==> src/rtl/ifetch_queue_pkg.sv <==
// Shared widths and the fetch-queue entry layout for the instruction fetch stage.
// Memory and queue geometry are fixed here so every file agrees on them.
package ifetch_queue_pkg;

  localparam int INST_LEN      = 32;
  localparam int MEMI_SIZE     = 8;
  localparam int MEMI_SIZE_LOG = 3;
  localparam int PC_LEN        = MEMI_SIZE_LOG + 1;
  localparam int FQ_DEPTH      = 4;
  localparam int FQ_DEPTH_LOG  = 2;
  localparam int FQ_WIDTH      = INST_LEN + MEMI_SIZE_LOG;

  typedef struct packed {
    logic [INST_LEN-1:0]      inst;
    logic [MEMI_SIZE_LOG-1:0] pc;
  } fq_entry_t;

endpackage

==> src/rtl/ifetch_queue_sync_fifo.sv <==
// In-order FIFO with flush; the head entry is read straight from storage (no output
// register) and reads as zero while the FIFO is empty.
module sync_fifo #(
  parameter int WIDTH     = 8,
  parameter int DEPTH     = 4,
  parameter int DEPTH_LOG = 2
) (
  input  logic             clk,
  input  logic             rst,
  input  logic             flush,
  input  logic             push,
  input  logic             pop,
  input  logic [WIDTH-1:0] wdata,
  output logic [WIDTH-1:0] rdata,
  output logic             full,
  output logic             empty
);

  localparam int CNT_W = DEPTH_LOG + 1;

  logic [WIDTH-1:0]     mem_reg [DEPTH];
  logic [DEPTH_LOG-1:0] head_reg, tail_reg;
  logic [CNT_W-1:0]     count_reg;
  logic                 do_push, do_pop;

  assign full    = (count_reg == CNT_W'(DEPTH));
  assign empty   = (count_reg == '0);
  assign do_push = push && !full && !flush;
  assign do_pop  = pop && !empty;
  assign rdata   = empty ? '0 : mem_reg[head_reg];

  always_ff @(posedge clk or negedge rst) begin
    if (!rst) begin
      head_reg  <= '0;
      tail_reg  <= '0;
      count_reg <= '0;
    end else if (flush) begin
      // A pop seen in the flush cycle is dropped along with everything else.
      head_reg  <= '0;
      tail_reg  <= '0;
      count_reg <= '0;
    end else begin
      if (do_push) tail_reg <= tail_reg + 1'b1;
      if (do_pop)  head_reg <= head_reg + 1'b1;
      case ({do_push, do_pop})
        2'b10:   count_reg <= count_reg + 1'b1;
        2'b01:   count_reg <= count_reg - 1'b1;
        default: count_reg <= count_reg;
      endcase
    end
  end

  always_ff @(posedge clk) begin
    if (do_push) mem_reg[tail_reg] <= wdata;
  end

endmodule

==> src/rtl/ifetch_queue.sv <==
// Fetch stage: owns the PC, reads instruction memory combinationally and queues
// {inst, pc} pairs for decode; a redirect flushes the queue and retargets the PC.
module ifetch_queue
  import ifetch_queue_pkg::*;
(
  input  logic                     clk,
  input  logic                     rst,
  output logic [MEMI_SIZE_LOG-1:0] memi_req_addr,
  input  logic [INST_LEN-1:0]      memi_resp_data,
  input  logic                     redirect_valid,
  input  logic [MEMI_SIZE_LOG-1:0] redirect_pc,
  output logic                     deq_valid,
  input  logic                     deq_ready,
  output logic [INST_LEN-1:0]      deq_inst,
  output logic [MEMI_SIZE_LOG-1:0] deq_pc,
  output logic                     fetch_done
);

  logic [PC_LEN-1:0] pc_reg, pc_next;
  logic              push, pop, fq_full, fq_empty;
  fq_entry_t         wr_entry, rd_entry;

  // The extra PC bit doubles as the "ran off the end of memory" flag.
  assign fetch_done    = pc_reg[MEMI_SIZE_LOG];
  assign memi_req_addr = pc_reg[MEMI_SIZE_LOG-1:0];

  // Full is judged on this cycle's occupancy, so a same-cycle pop never makes room.
  assign push      = !fetch_done && !fq_full && !redirect_valid;
  assign deq_valid = !fq_empty;
  assign pop       = deq_valid && deq_ready;

  assign wr_entry  = '{inst: memi_resp_data, pc: memi_req_addr};
  assign deq_inst  = rd_entry.inst;
  assign deq_pc    = rd_entry.pc;

  always_comb begin
    pc_next = pc_reg;
    if (redirect_valid) pc_next = {1'b0, redirect_pc};
    else if (push)      pc_next = pc_reg + 1'b1;
  end

  always_ff @(posedge clk or negedge rst) begin
    if (!rst) pc_reg <= '0;
    else      pc_reg <= pc_next;
  end

  sync_fifo #(
    .WIDTH     (FQ_WIDTH),
    .DEPTH     (FQ_DEPTH),
    .DEPTH_LOG (FQ_DEPTH_LOG)
  ) u_fifo (
    .clk   (clk),
    .rst   (rst),
    .flush (redirect_valid),
    .push  (push),
    .pop   (pop),
    .wdata (wr_entry),
    .rdata (rd_entry),
    .full  (fq_full),
    .empty (fq_empty)
  );

endmodule
==> config.mk <==
export PLATFORM = sky130hd
export DESIGN_NAME = ifetch_queue
export DESIGN_NICKNAME = d
export VERILOG_FILES = /design/src/rtl/ifetch_queue_pkg.sv /design/src/rtl/ifetch_queue_sync_fifo.sv /design/src/rtl/ifetch_queue.sv
export SDC_FILE = /design/constraint.sdc
export NUM_CORES = 1
export LEC_CHECK = 0
export CORE_UTILIZATION = 61
export CTS_BUF_LIST = sky130_fd_sc_hd__clkbuf_4 sky130_fd_sc_hd__clkbuf_8
export DETAILED_ROUTE_END_ITERATION = 6
export PLACE_DENSITY = 0.93
export SKIP_LAST_GASP = 1
export SLEW_MARGIN = 15
export SYNTH_ARGS = -nofsm -noshare
export SYNTH_HDL_FRONTEND = slang
export SYNTH_HIERARCHICAL = 1
export SYNTH_SLANG_ARGS = --single-unit
==> constraint.sdc <==
create_clock -name clk -period 5.41 [get_ports clk]
set_input_delay 1.082 -clock clk [delete_from_list [all_inputs] [get_ports clk]]
set_output_delay 1.082 -clock clk [all_outputs]
set_load 0.01 [all_outputs]
**After elaboration in Yosys (flattened, before gate mapping)**

Memory sizes are Yosys's and may differ from the RTL's.
Index checks and enable logic that the tools add are counted.

- Add/subtract/negate cells: 5
- Equality and inequality tests: 3
- Multiplexer cells: 11
- Reduce and logical (&&, ||, !) cells: 15

Operators with widths:

| cell | count |
|---|---|
| 35-bit two-way mux | 1 |
| 2-bit two-way mux | 4 |
| 4-bit two-way mux | 2 |
| 1-bit logical AND | 6 |
| 3-bit case mux with 2 select lines | 1 |
| 2-bit nonzero test | 3 |
| 2-bit by 1-bit adder with 2-bit output (second input constant) | 2 |
| 4-bit by 1-bit adder with 4-bit output (second input constant) | 1 |
| 1-bit zero test | 4 |
| 3-bit by 1-bit adder with 3-bit output (second input constant) | 1 |
| 3-bit == test (second input constant) | 1 |
| 3-bit zero test | 1 |
| 3-bit two-way mux | 1 |
| 3-bit nonzero test | 1 |
| 3-bit by 1-bit subtractor with 3-bit output (second input constant) | 1 |
| 2-bit by 1-bit == test with 1-bit output (second input constant) | 1 |
| 2-bit == test (second input constant) | 1 |
| 1-bit two-way mux | 2 |

- Register bits after elaboration: 11
- RAM bits: 140
- Output and inout bits: 40
- Memories kept: 1

Memories:

| memory | words | width | rd ports | clocked after memory_dff | wr ports | line | text |
|---|---|---|---|---|---|---|---|
| u_fifo.mem_reg | 4 | 35 | 1 | 0 | 1 | ifetch_queue_sync_fifo.sv:21 | `logic [WIDTH-1:0] mem_reg [DEPTH];` |

**Longest topological paths before layout**

Gate-level depths: netlist of the first run.

- Depth in word-level cells: 9
- Mapped depth: 11
- Mapped depth without buffers: 9

**Modules after synthesis**

The synthesis of the first run kept the hierarchy.

Modules (own cells, without submodules):

| module | times used | cells each | area an instance (um^2) | sequential area each (um^2) |
|---|---|---|---|---|
| sync_fifo | 1 | 288 | 5914.4 | 4379.2 |
| ifetch_queue | 1 | 22 | 216.5 | 100.1 |

**Worst setup path after synthesis of the first run**

OpenSTA, ideal clock, no wires.

- Kind: in2reg
- Start: input redirect_valid
- End: memory u_fifo/mem_reg[0][0] (netlist bit), enable pin
- Setup time: 0.395 ns
- Arrival time: 2.680 ns
- Slack: 2.334 ns
- Stages on the path: 5
- Path through: nor3_1 -> buf_2 -> inv_1 -> nor3_1 -> and2_1

- Longest elaborated chain between the ends: 6

RTL lines:

| item | line | text |
|---|---|---|
| start: declaration | ifetch_queue.sv:10 | `input logic redirect_valid,` |
| 1-bit zero test * | ifetch_queue_sync_fifo.sv:28, ifetch_queue.sv:28 |  |
| 1-bit logical AND | ifetch_queue.sv:28 | `assign push = !fetch_done && !fq_full && !redirect_valid;` |
| 1-bit logical AND | ifetch_queue_sync_fifo.sv:28 | `assign do_push = push && !full && !flush;` |
| 1-bit logical AND * | ifetch_queue_sync_fifo.sv:28 |  |
| 1-bit two-way mux * | ifetch_queue_sync_fifo.sv:54 | `if (do_push) mem_reg[tail_reg] <= wdata;` |
| 1-bit two-way mux (implied by the code) * | ifetch_queue_sync_fifo.sv:54 |  |
| end: declaration | ifetch_queue_sync_fifo.sv:21 |  |

Mark *: on every way between the ends. The rest lies on a longest branch, timed or not.

**Worst setup path in the final report of the first run**

- Start: register u_fifo.head_reg[0]
- End: output deq_inst[31]

- Longest elaborated chain between the ends: 2

RTL lines:

| item | line | text |
|---|---|---|
| start: declaration | ifetch_queue_sync_fifo.sv:22 | `logic [DEPTH_LOG-1:0] head_reg, tail_reg;` |
| start signal: assignment | ifetch_queue_sync_fifo.sv:44 | `if (do_pop) head_reg <= head_reg + 1'b1;` |
| memory 4 x 35 bit | - |  |
| 35-bit two-way mux | ifetch_queue_sync_fifo.sv:30 | `assign rdata = empty ? '0 : mem_reg[head_reg];` |
| end: declaration | ifetch_queue.sv:14 | `output logic [INST_LEN-1:0] deq_inst,` |

No other way between the ends.

==> impl_results.html, run 1 <==
<table>
<tr><th>Metric</th><th>Value</th></tr>
<tr><th colspan="2">Worst setup path</th></tr>
<tr><td>CP max FO</td><td>27</td></tr>
<tr><td>Critical path startpoint category</td><td>register</td></tr>
<tr><td>Endpoint of the lowest-slack register-to-register path</td><td>u_fifo/count_reg[1]</td></tr>
<tr><td>Critical Path RT</td><td>4.33 ns</td></tr>
<tr><td>Beginning of the worst register-to-register path</td><td>u_fifo/count_reg[0]</td></tr>
<tr><td>Type of the worst setup path</td><td>reg2out</td></tr>
<tr><td>Worst setup slack for register-to-register paths</td><td>~2.1 ns</td></tr>
<tr><td>Endpoint arrival time on the critical path</td><td>3.01 ns</td></tr>
<tr><td>Capturing element type of the critical path</td><td>output port</td></tr>
<tr><td>Depth of the most critical reg-to-reg path</td><td>7</td></tr>
<tr><th colspan="2">STA</th></tr>
<tr><td>Slew headroom</td><td>31.9%</td></tr>
<tr><td>Maximum clock rate</td><td>0.244 GHz</td></tr>
<tr><td>Final critical-path required period</td><td>4.09 ns</td></tr>
<tr><td>Final-report hold violation count</td><td>0</td></tr>
<tr><td>Post-route clock period utilization</td><td>between 70 and 80%</td></tr>
<tr><td>Final worst hold slack</td><td>0.615 ns</td></tr>
<tr><td>Total setup violations reported at the end of the flow</td><td>0</td></tr>
<tr><td>Final count of pins violating max slew</td><td>0</td></tr>
<tr><td>TNS Setup</td><td>0 ns</td></tr>
<tr><td>Least-Margin Pin Slew</td><td>1.02 ns</td></tr>
<tr><td>RSZ-0062 raised after global routing</td><td>false</td></tr>
<tr><td>Fin Clk Skew</td><td>0.0131 ns</td></tr>
<tr><th colspan="2">Route</th></tr>
<tr><td>Average routed wire per standard cell</td><td>~19 um</td></tr>
<tr><td>Number of remaining DRC errors</td><td>0</td></tr>
<tr><td>Detailed-route vias per instance</td><td>5.71</td></tr>
<tr><td>Detailed router's first-iteration violation count</td><td>about 140</td></tr>
<tr><td>Remaining number of nets flagged by the antenna check after routing</td><td>0</td></tr>
<tr><td>Pre-Repair DR Iteration Count</td><td>4</td></tr>
<tr><td>Via count</td><td>3077</td></tr>
<tr><td>Total Routed Length</td><td>approximately 10000 um</td></tr>
<tr><th colspan="2">Clocking</th></tr>
<tr><td>CTS sink count</td><td>between 150 and 200</td></tr>
<tr><td>Clk Latency, worst-skew pair</td><td>0.43 ns</td></tr>
<tr><td>Buffer type at the clock tree root</td><td>clkbuf_8</td></tr>
<tr><td>Maximum count of clock buffers along a single path</td><td>2</td></tr>
<tr><td>Count of hold-fix buffers inserted at cts</td><td>0</td></tr>
<tr><td>CTS H-Tree Depth</td><td>4</td></tr>
<tr><td>Clock transition at the registers of the reported paths</td><td>0.09 ns</td></tr>
<tr><td>TritonCTS clock tree</td><td>done</td></tr>
<tr><td>Post CTS Setup Buffer Count</td><td>0</td></tr>
<tr><td>CTS buffer count</td><td>17</td></tr>
<tr><td># resized after CTS</td><td>0</td></tr>
<tr><th colspan="2">Global routing</th></tr>
<tr><td>Maximum number of pins on one net before global-route repair</td><td>37</td></tr>
<tr><td>Global Route Usage Sum</td><td>21.0%</td></tr>
<tr><td>GRT met3 Usage</td><td>6.57%</td></tr>
<tr><td>Aggregate global routing overflow</td><td>0</td></tr>
<tr><td>Antenna violations before repair</td><td>0</td></tr>
<tr><td>Met1 usage</td><td>between 20% and 30%</td></tr>
<tr><td>GRT Max-Usage Layer</td><td>met2</td></tr>
<tr><td>First-pass GRT wire length</td><td>15400 um</td></tr>
<tr><td>Number of global-route vias before repair</td><td>3113</td></tr>
<tr><td>M2 GR Usage</td><td>a little over a third</td></tr>
<tr><th colspan="2">Layout</th></tr>
<tr><td>Share of layout cells above drive strength 1</td><td>19.7%</td></tr>
<tr><td>Number of nets at the end of the flow</td><td>438</td></tr>
<tr><td>Fill cell total of the finished layout</td><td>roughly 530</td></tr>
<tr><td>Area Overhead vs Synth</td><td>20.4%</td></tr>
<tr><td>Largest register FFs</td><td>140</td></tr>
<tr><td>Number of diodes</td><td>0</td></tr>
<tr><th colspan="2">Floorplanning</th></tr>
<tr><td>Initial standard-cell utilization of the core</td><td>62.7%</td></tr>
<tr><td>I/O pin cnt</td><td>79</td></tr>
<tr><td>Die X</td><td>roughly 100 um</td></tr>
<tr><td>Die ar.</td><td>between 0.01 and 0.015 mm2</td></tr>
<tr><td>Row Count</td><td>36</td></tr>
<tr><td>Core ar.</td><td>0.00977 mm2</td></tr>
<tr><td>Die outline height</td><td>between 100 and 150 um</td></tr>
<tr><th colspan="2">Power</th></tr>
<tr><td>P_leak</td><td>2.36 nW</td></tr>
<tr><td>Worst vdd ir</td><td>180 uV</td></tr>
<tr><td>Power Density</td><td>343 mW/mm2</td></tr>
<tr><td>Switching power of the nets</td><td>0.606 mW</td></tr>
<tr><td>Switching share of power</td><td>24.0%</td></tr>
<tr><td>Proportion of power drawn by combinational gates</td><td>between 10% and 20%</td></tr>
<tr><td>Relative contribution of the clock network to total power</td><td>33.6%</td></tr>
<tr><td>Internal power component</td><td>1.92 mW</td></tr>
<tr><td>Flop pwr share</td><td>54.0%</td></tr>
<tr><th colspan="2">Synth</th></tr>
<tr><td>Number of synthesized register bits</td><td>151</td></tr>
<tr><td>Post-Synthesis Mean Instance Area</td><td>19.8 um2</td></tr>
<tr><td>Post-Synth Simple-Gate Area</td><td>6.96%</td></tr>
<tr><td>Predominant post-synthesis flop cell</td><td>edfxtp_1</td></tr>
<tr><td>Cell taking the most area after synthesis</td><td>edfxtp_1</td></tr>
<tr><td>Mapped Nets</td><td>355</td></tr>
<tr><td>Cell count after synthesis</td><td>slightly above 300</td></tr>
<tr><td>Synth unique cells</td><td>39</td></tr>
<tr><td>Post-synthesis sequential area ratio</td><td>73.1%</td></tr>
<tr><td>Post-synthesis share of cell area spent on full adders, half adders and majority gates</td><td>~1.3%</td></tr>
<tr><td>Fraction of synthesized area in multiplexers</td><td>13.0%</td></tr>
<tr><td>Synth async-reset ratio</td><td>7.28%</td></tr>
<tr><td>Synth Area in XOR/XNOR</td><td>0.714%</td></tr>
<tr><td>Area share of the largest cell type after synthesis</td><td>68.6%</td></tr>
<tr><td>Count of yosys warnings during synthesis</td><td>6</td></tr>
<tr><td>Dominant combinational cell family by area after synthesis</td><td>multiplexers</td></tr>
<tr><td>Summed instance area of the synthesized netlist</td><td>0.00613 mm2</td></tr>
<tr><td>Compound-cell area share of the yosys netlist</td><td>around 2.2%</td></tr>
<tr><td>Number of enable flip-flop cells after synthesis</td><td>140</td></tr>
<tr><td>Cells taking the most area after synthesis</td><td>edfxtp_1, mux4_2, dfrtp_1</td></tr>
<tr><th colspan="2">Placement</th></tr>
<tr><td>Number of buffers added on ports</td><td>between 70 and 80</td></tr>
<tr><td>Detailed placement HPWL</td><td>6240 um</td></tr>
<tr><td>GPL Wtd Cong</td><td>0.835</td></tr>
<tr><th colspan="2">Min path</th></tr>
<tr><td>Hold crit path type</td><td>reg2reg</td></tr>
<tr><td>Capture endpoint of the worst hold path</td><td>u_fifo/tail_reg[0]</td></tr>
<tr><td>Hold path startpoint</td><td>u_fifo/tail_reg[0]</td></tr>
<tr><td>Worst hold stages</td><td>2</td></tr>
<tr><th colspan="2">Job</th></tr>
<tr><td>Count of max-cap constraint violations</td><td>0</td></tr>
<tr><th colspan="2">Outcome</th></tr>
<tr><td>Result of the run</td><td>finished clean</td></tr>
</table>
-- placed cells by master, fill, tap and decap left out, types with 2 or more instances in the layout --
master           count
a2111oi_0            2
a21oi_1              5
and2_2               4
buf_4                3
bufinv_16            2
clkbuf_8            17
clkdlybuf4s50_1     78
clkinv_1             2
clkinv_4             2
clkinvlp_4           2
dfrtp_1              9
dfrtp_2              2
edfxtp_1           140
ha_1                 5
inv_1                7
inv_6                4
inv_8                3
mux4_2              35
nand2_1              3
nand2b_1             4
nand3b_1             3
nor2_1               6
nor2b_1             35
nor2b_4              2
nor3_1               3
nor3b_2              2
o21ai_0              4
o21ai_1              2
or3_1                2
xnor2_1              3
xor2_1               2
-- cells in the mapped netlist (all sizes together) (2+ instances only) --
cell,number
a2111oi,2
a21oi,5
and2,4
buf,16
dfrtp,11
edfxtp,140
ha,5
inv,7
mux4,35
nand2,3
nand2b,4
nand3b,3
nor2,7
nor2b,37
nor3,4
nor3b,2
o21ai,6
or3,2
xnor2,3
xor2,2
-- critical path, cell delays in order (launching register included) --
cell and delay, ns:
dfrtp_2 0.95, buf_4 0.39, mux4_2 0.54, nor2b_1 0.16, clkdlybuf4s50_1 0.53
-- worst max-delay path by stage --
stage | slack (ns) | start | depth (start not counted) | to
detailed placement | 1.46 | redirect_valid | 6 | u_fifo/mem_reg[1][16]
global route | 1.09 | u_fifo/head_reg[0] | 4 | deq_pc[1]
CTS | 1.22 | u_fifo/head_reg[0] | 4 | deq_inst[31]
global placement | 1.59 | redirect_valid | 6 | u_fifo/mem_reg[1][16]
floorplan | 2.33 | redirect_valid | 5 | u_fifo/mem_reg[0][0]
finish | 1.32 | u_fifo/head_reg[0] | 4 | deq_inst[31]
-- kinds of logic (layout without fill, tap and decap cells) --
| family | count (synthesis) | in the layout |
|---|---|---|
| AOI/OAI and AO/OA | 21 | 21 |
| xor gates and xnor gates | 5 | 5 |
| adders and majority gates | 6 | 6 |
| buffers and inverters | 24 | 120 |
| DFF | 151 | 151 |
| muxes | 36 | 36 |
| and+or+nand+nor | 67 | 67 |
-- layer usage --
metal  up-vias  share of wire, %  wire length [um]
met4         0               1.0               103
met5         -                 0                 0
met2        95                53              5370
met3        12               4.6               465
li1       1390                 -                 -
met1      1580                42              4240
-- power groups by stage --
stage               sequential, mW  clock [mW]  combinational [mW]
CTS                           1.37       0.868               0.319
global placement              1.39           0               0.308
finish                        1.37       0.849               0.315
floorplan                     1.38           0               0.173
global route                  1.37       0.909               0.342
detailed placement            1.39           0               0.317
-- layout make-up --
class	instances	area, um2	area share [%]
sequential	151	4480	60.7
multi-input combinational	135	1500	20.3
timing repair buffer	81	803	10.9
clock buffer	17	234	3.17
clock inverter	15	169	2.29
tap	133	166	2.26
inverter	7	26.3	0.356
-- metrics by stage --
stage	setup slack, ns	power, mW	instances	cell area (um2)	util [%]
CTS	1.22	2.55	539	7380	75.5
finish	1.32	2.53	539	7380	75.5
global route	1.09	2.62	539	7380	75.5
global placement	1.59	1.69	507	6980	71.4
floorplan	2.33	1.55	310	6130	-
detailed placement	1.46	1.71	507	6980	71.4
No activity file was read; power rests on OpenSTA's default activity.
==> run 2, diff against run 1 <==
- CORE_UTILIZATION: 61 -> 52
- PLACE_DENSITY: 0.93 -> 0.85
- clock period: 5.41 -> 3.6 ns (I/O delays scaled with it)
==> run 2 against run 1 <==
Sequential share of layout area is 0.95 points lower. Combinational power is 56% higher. Non-clock buffer count is 10 higher. Clock power is 45% higher. Sequential power is 49% higher. Global-route usage is 2.8 points lower. Hold slack worse by 0.012 ns. Utilization is 10 points lower. Register-to-register slack worse by 1.2 ns. Cell count is 3.7% higher. Clock skew is 0.0011 ns lower. Wire length is 1.2% higher. Critical path type unchanged. Largest cell class unchanged.
==> impl_results.html, run 2 (synthesis results as in run 1) <==
<table>
<tr><th>Metric</th><th>Value</th></tr>
<tr><th colspan="2">Placement</th></tr>
<tr><td>GPL Wtd Cong</td><td>0.735</td></tr>
<tr><td>Number of buffers added on ports</td><td>78</td></tr>
<tr><td>Detailed placement HPWL</td><td>6720 um</td></tr>
<tr><th colspan="2">Worst setup path</th></tr>
<tr><td>Beginning of the worst register-to-register path</td><td>u_fifo/count_reg[0]</td></tr>
<tr><td>Capturing element type of the critical path</td><td>output port</td></tr>
<tr><td>Critical path startpoint category</td><td>register</td></tr>
<tr><td>Depth of the most critical reg-to-reg path</td><td>8</td></tr>
<tr><td>CP max FO</td><td>31</td></tr>
<tr><td>Worst setup slack for register-to-register paths</td><td>~0.94 ns</td></tr>
<tr><td>Critical Path RT</td><td>2.88 ns</td></tr>
<tr><td>Type of the worst setup path</td><td>reg2out</td></tr>
<tr><td>Endpoint arrival time on the critical path</td><td>2.45 ns</td></tr>
<tr><td>Endpoint of the lowest-slack register-to-register path</td><td>u_fifo/count_reg[1]</td></tr>
<tr><th colspan="2">Min path</th></tr>
<tr><td>Hold path startpoint</td><td>u_fifo/tail_reg[1]</td></tr>
<tr><td>Hold crit path type</td><td>reg2reg</td></tr>
<tr><td>Capture endpoint of the worst hold path</td><td>u_fifo/tail_reg[1]</td></tr>
<tr><td>Worst hold stages</td><td>2</td></tr>
<tr><th colspan="2">STA</th></tr>
<tr><td>Least-Margin Pin Slew</td><td>0.544 ns</td></tr>
<tr><td>Post-route clock period utilization</td><td>88.1%</td></tr>
<tr><td>Final critical-path required period</td><td>3.17 ns</td></tr>
<tr><td>Slew headroom</td><td>a little under two thirds</td></tr>
<tr><td>RSZ-0062 raised after global routing</td><td>false</td></tr>
<tr><td>TNS Setup</td><td>0 ns</td></tr>
<tr><td>Maximum clock rate</td><td>between 0.3 and 0.4 GHz</td></tr>
<tr><td>Total setup violations reported at the end of the flow</td><td>0</td></tr>
<tr><td>Final-report hold violation count</td><td>0</td></tr>
<tr><td>Final count of pins violating max slew</td><td>0</td></tr>
<tr><td>Fin Clk Skew</td><td>around 0.012 ns</td></tr>
<tr><th colspan="2">Outcome</th></tr>
<tr><td>Result of the run</td><td>finished clean</td></tr>
<tr><th colspan="2">Clocking</th></tr>
<tr><td>CTS buffer count</td><td>17</td></tr>
<tr><td>Count of hold-fix buffers inserted at cts</td><td>0</td></tr>
<tr><td>CTS sink count</td><td>151</td></tr>
<tr><td>Clock transition at the registers of the reported paths</td><td>0.07 ns</td></tr>
<tr><td># resized after CTS</td><td>0</td></tr>
<tr><td>Maximum count of clock buffers along a single path</td><td>2</td></tr>
<tr><td>Buffer type at the clock tree root</td><td>clkbuf_8</td></tr>
<tr><td>CTS H-Tree Depth</td><td>4</td></tr>
<tr><td>Post CTS Setup Buffer Count</td><td>0</td></tr>
<tr><td>Clk Latency, worst-skew pair</td><td>roughly 0.43 ns</td></tr>
<tr><td>TritonCTS clock tree</td><td>done</td></tr>
<tr><th colspan="2">Route</th></tr>
<tr><td>Detailed-route vias per instance</td><td>5.49</td></tr>
<tr><td>Number of remaining DRC errors</td><td>0</td></tr>
<tr><td>Average routed wire per standard cell</td><td>between 15 and 20 um</td></tr>
<tr><td>Via count</td><td>3071</td></tr>
<tr><td>Total Routed Length</td><td>10300 um</td></tr>
<tr><td>Detailed router's first-iteration violation count</td><td>between 150 and 200</td></tr>
<tr><td>Pre-Repair DR Iteration Count</td><td>5</td></tr>
<tr><td>Remaining number of nets flagged by the antenna check after routing</td><td>0</td></tr>
<tr><th colspan="2">Global routing</th></tr>
<tr><td>Number of global-route vias before repair</td><td>3214</td></tr>
<tr><td>Antenna violations before repair</td><td>0</td></tr>
<tr><td>Aggregate global routing overflow</td><td>0</td></tr>
<tr><td>First-pass GRT wire length</td><td>16600 um</td></tr>
<tr><td>Global Route Usage Sum</td><td>18.2%</td></tr>
<tr><td>Maximum number of pins on one net before global-route repair</td><td>32</td></tr>
<tr><th colspan="2">Layout</th></tr>
<tr><td>Number of diodes</td><td>0</td></tr>
<tr><td>Highest-count cells in the layout ignoring fill and taps</td><td>edfxtp_1, clkdlybuf4s50_1, nor2b_1, mux4_2, clkbuf_8</td></tr>
<tr><td>Number of nets at the end of the flow</td><td>roughly 450</td></tr>
<tr><td>Largest register FFs</td><td>between 100 and 150</td></tr>
<tr><td>Area Overhead vs Synth</td><td>22.3%</td></tr>
<tr><td>Commonest non-fill, non-tap cell in the layout</td><td>edfxtp_1</td></tr>
<tr><td>Share of layout cells above drive strength 1</td><td>22.1%</td></tr>
<tr><td>Fraction of the core area covered by cells at the end of the flow</td><td>65.4%</td></tr>
<tr><td>Total area of multi-input combinational cells</td><td>0.00150 mm2</td></tr>
<tr><td>Total area of sequential cells</td><td>0.00448 mm2</td></tr>
<tr><td>Fill cell total of the finished layout</td><td>749</td></tr>
<tr><th colspan="2">Floorplanning</th></tr>
<tr><td>Die ar.</td><td>0.0122 mm2</td></tr>
<tr><td>Die outline height</td><td>approximately 110 um</td></tr>
<tr><td>I/O pin cnt</td><td>79</td></tr>
<tr><td>Die X</td><td>111 um</td></tr>
<tr><td>Row Count</td><td>39</td></tr>
<tr><td>Core ar.</td><td>0.0115 mm2</td></tr>
<tr><td>Initial standard-cell utilization of the core</td><td>53.5%</td></tr>
<tr><th colspan="2">Job</th></tr>
<tr><td>Count of max-cap constraint violations</td><td>0</td></tr>
<tr><th colspan="2">Power</th></tr>
<tr><td>Power Total</td><td>3.77 mW</td></tr>
<tr><td>P_leak</td><td>2.41 nW</td></tr>
<tr><td>Power Density</td><td>502 mW/mm2</td></tr>
<tr><td>Worst vdd ir</td><td>246 uV</td></tr>
</table>
-- run 2: cell types whose count changed in the layout (fill, tap and decap cells not counted) --
| cell | delta |
|---|---|
| buf_4 | +7 |
| inv_6 | -3 |
| inv_8 | -3 |
| bufinv_16 | -1 |
| clkinv_1 | -2 |
| buf_12 | +3 |
| clkbuf_8 | +4 |
| clkinvlp_4 | +2 |
| clkbuf_4 | +2 |
| clkinv_2 | +1 |
-- run 2: area by class of cell --
type / count / area share, %
flip-flops and latches: 151 / 59.8
inverters: 7 / 0.350
multi-input cells: 135 / 20.0
clock buffers: 23 / 4.06
clock inverters: 9 / 1.22
well taps: 143 / 2.39
repair buffers: 91 / 12.2
-- run 2: stage by stage --
step / setup WS (ns) / std cells / instance area (um2) / hold slack, ns
finish: 0.430 / 559 / 7500 / 0.602
global placement: 0.724 / 527 / 7100 / 0.586
floorplan: 0.882 / 310 / 6130 / 0.424
detailed placement: 0.621 / 527 / 7100 / 0.594
global route: 0.273 / 559 / 7500 / 0.650
CTS: 0.382 / 559 / 7500 / 0.604
-- run 2: critical path, cell delays in order (launching register included) --
cell and delay (ns):
dfrtp_1 0.56, nor3_4 0.40, buf_4 0.41, nor2b_1 0.11
clkdlybuf4s50_1 0.51
-- run 2: where the power goes --
group / internal (mW) / switching [mW] / total [mW]
sequential: 2.00 / 0.0453 / 2.04
clock: 0.639 / 0.592 / 1.23
combinational: 0.266 / 0.224 / 0.490
-- run 2: how the worst max path moves through the flow --
stage                             start                    end  slack, ns
floorplan           u_fifo/count_reg[2]   u_fifo/mem_reg[0][0]       0.88
global placement         redirect_valid  u_fifo/mem_reg[1][31]       0.72
detailed placement       redirect_valid    u_fifo/count_reg[1]       0.62
CTS                 u_fifo/count_reg[0]            deq_inst[1]       0.38
global route        u_fifo/count_reg[0]              deq_pc[0]       0.27
finish              u_fifo/count_reg[0]            deq_inst[2]       0.43
-- run 2: layer usage --
metal,wire length [um],global-route usage [%],vias to the layer above
li1,-,-,1412
met4,113,5.87,0
met5,0,0,-
met1,4400,23.6,1552
met3,495,4.72,10
met2,5280,30.1,97
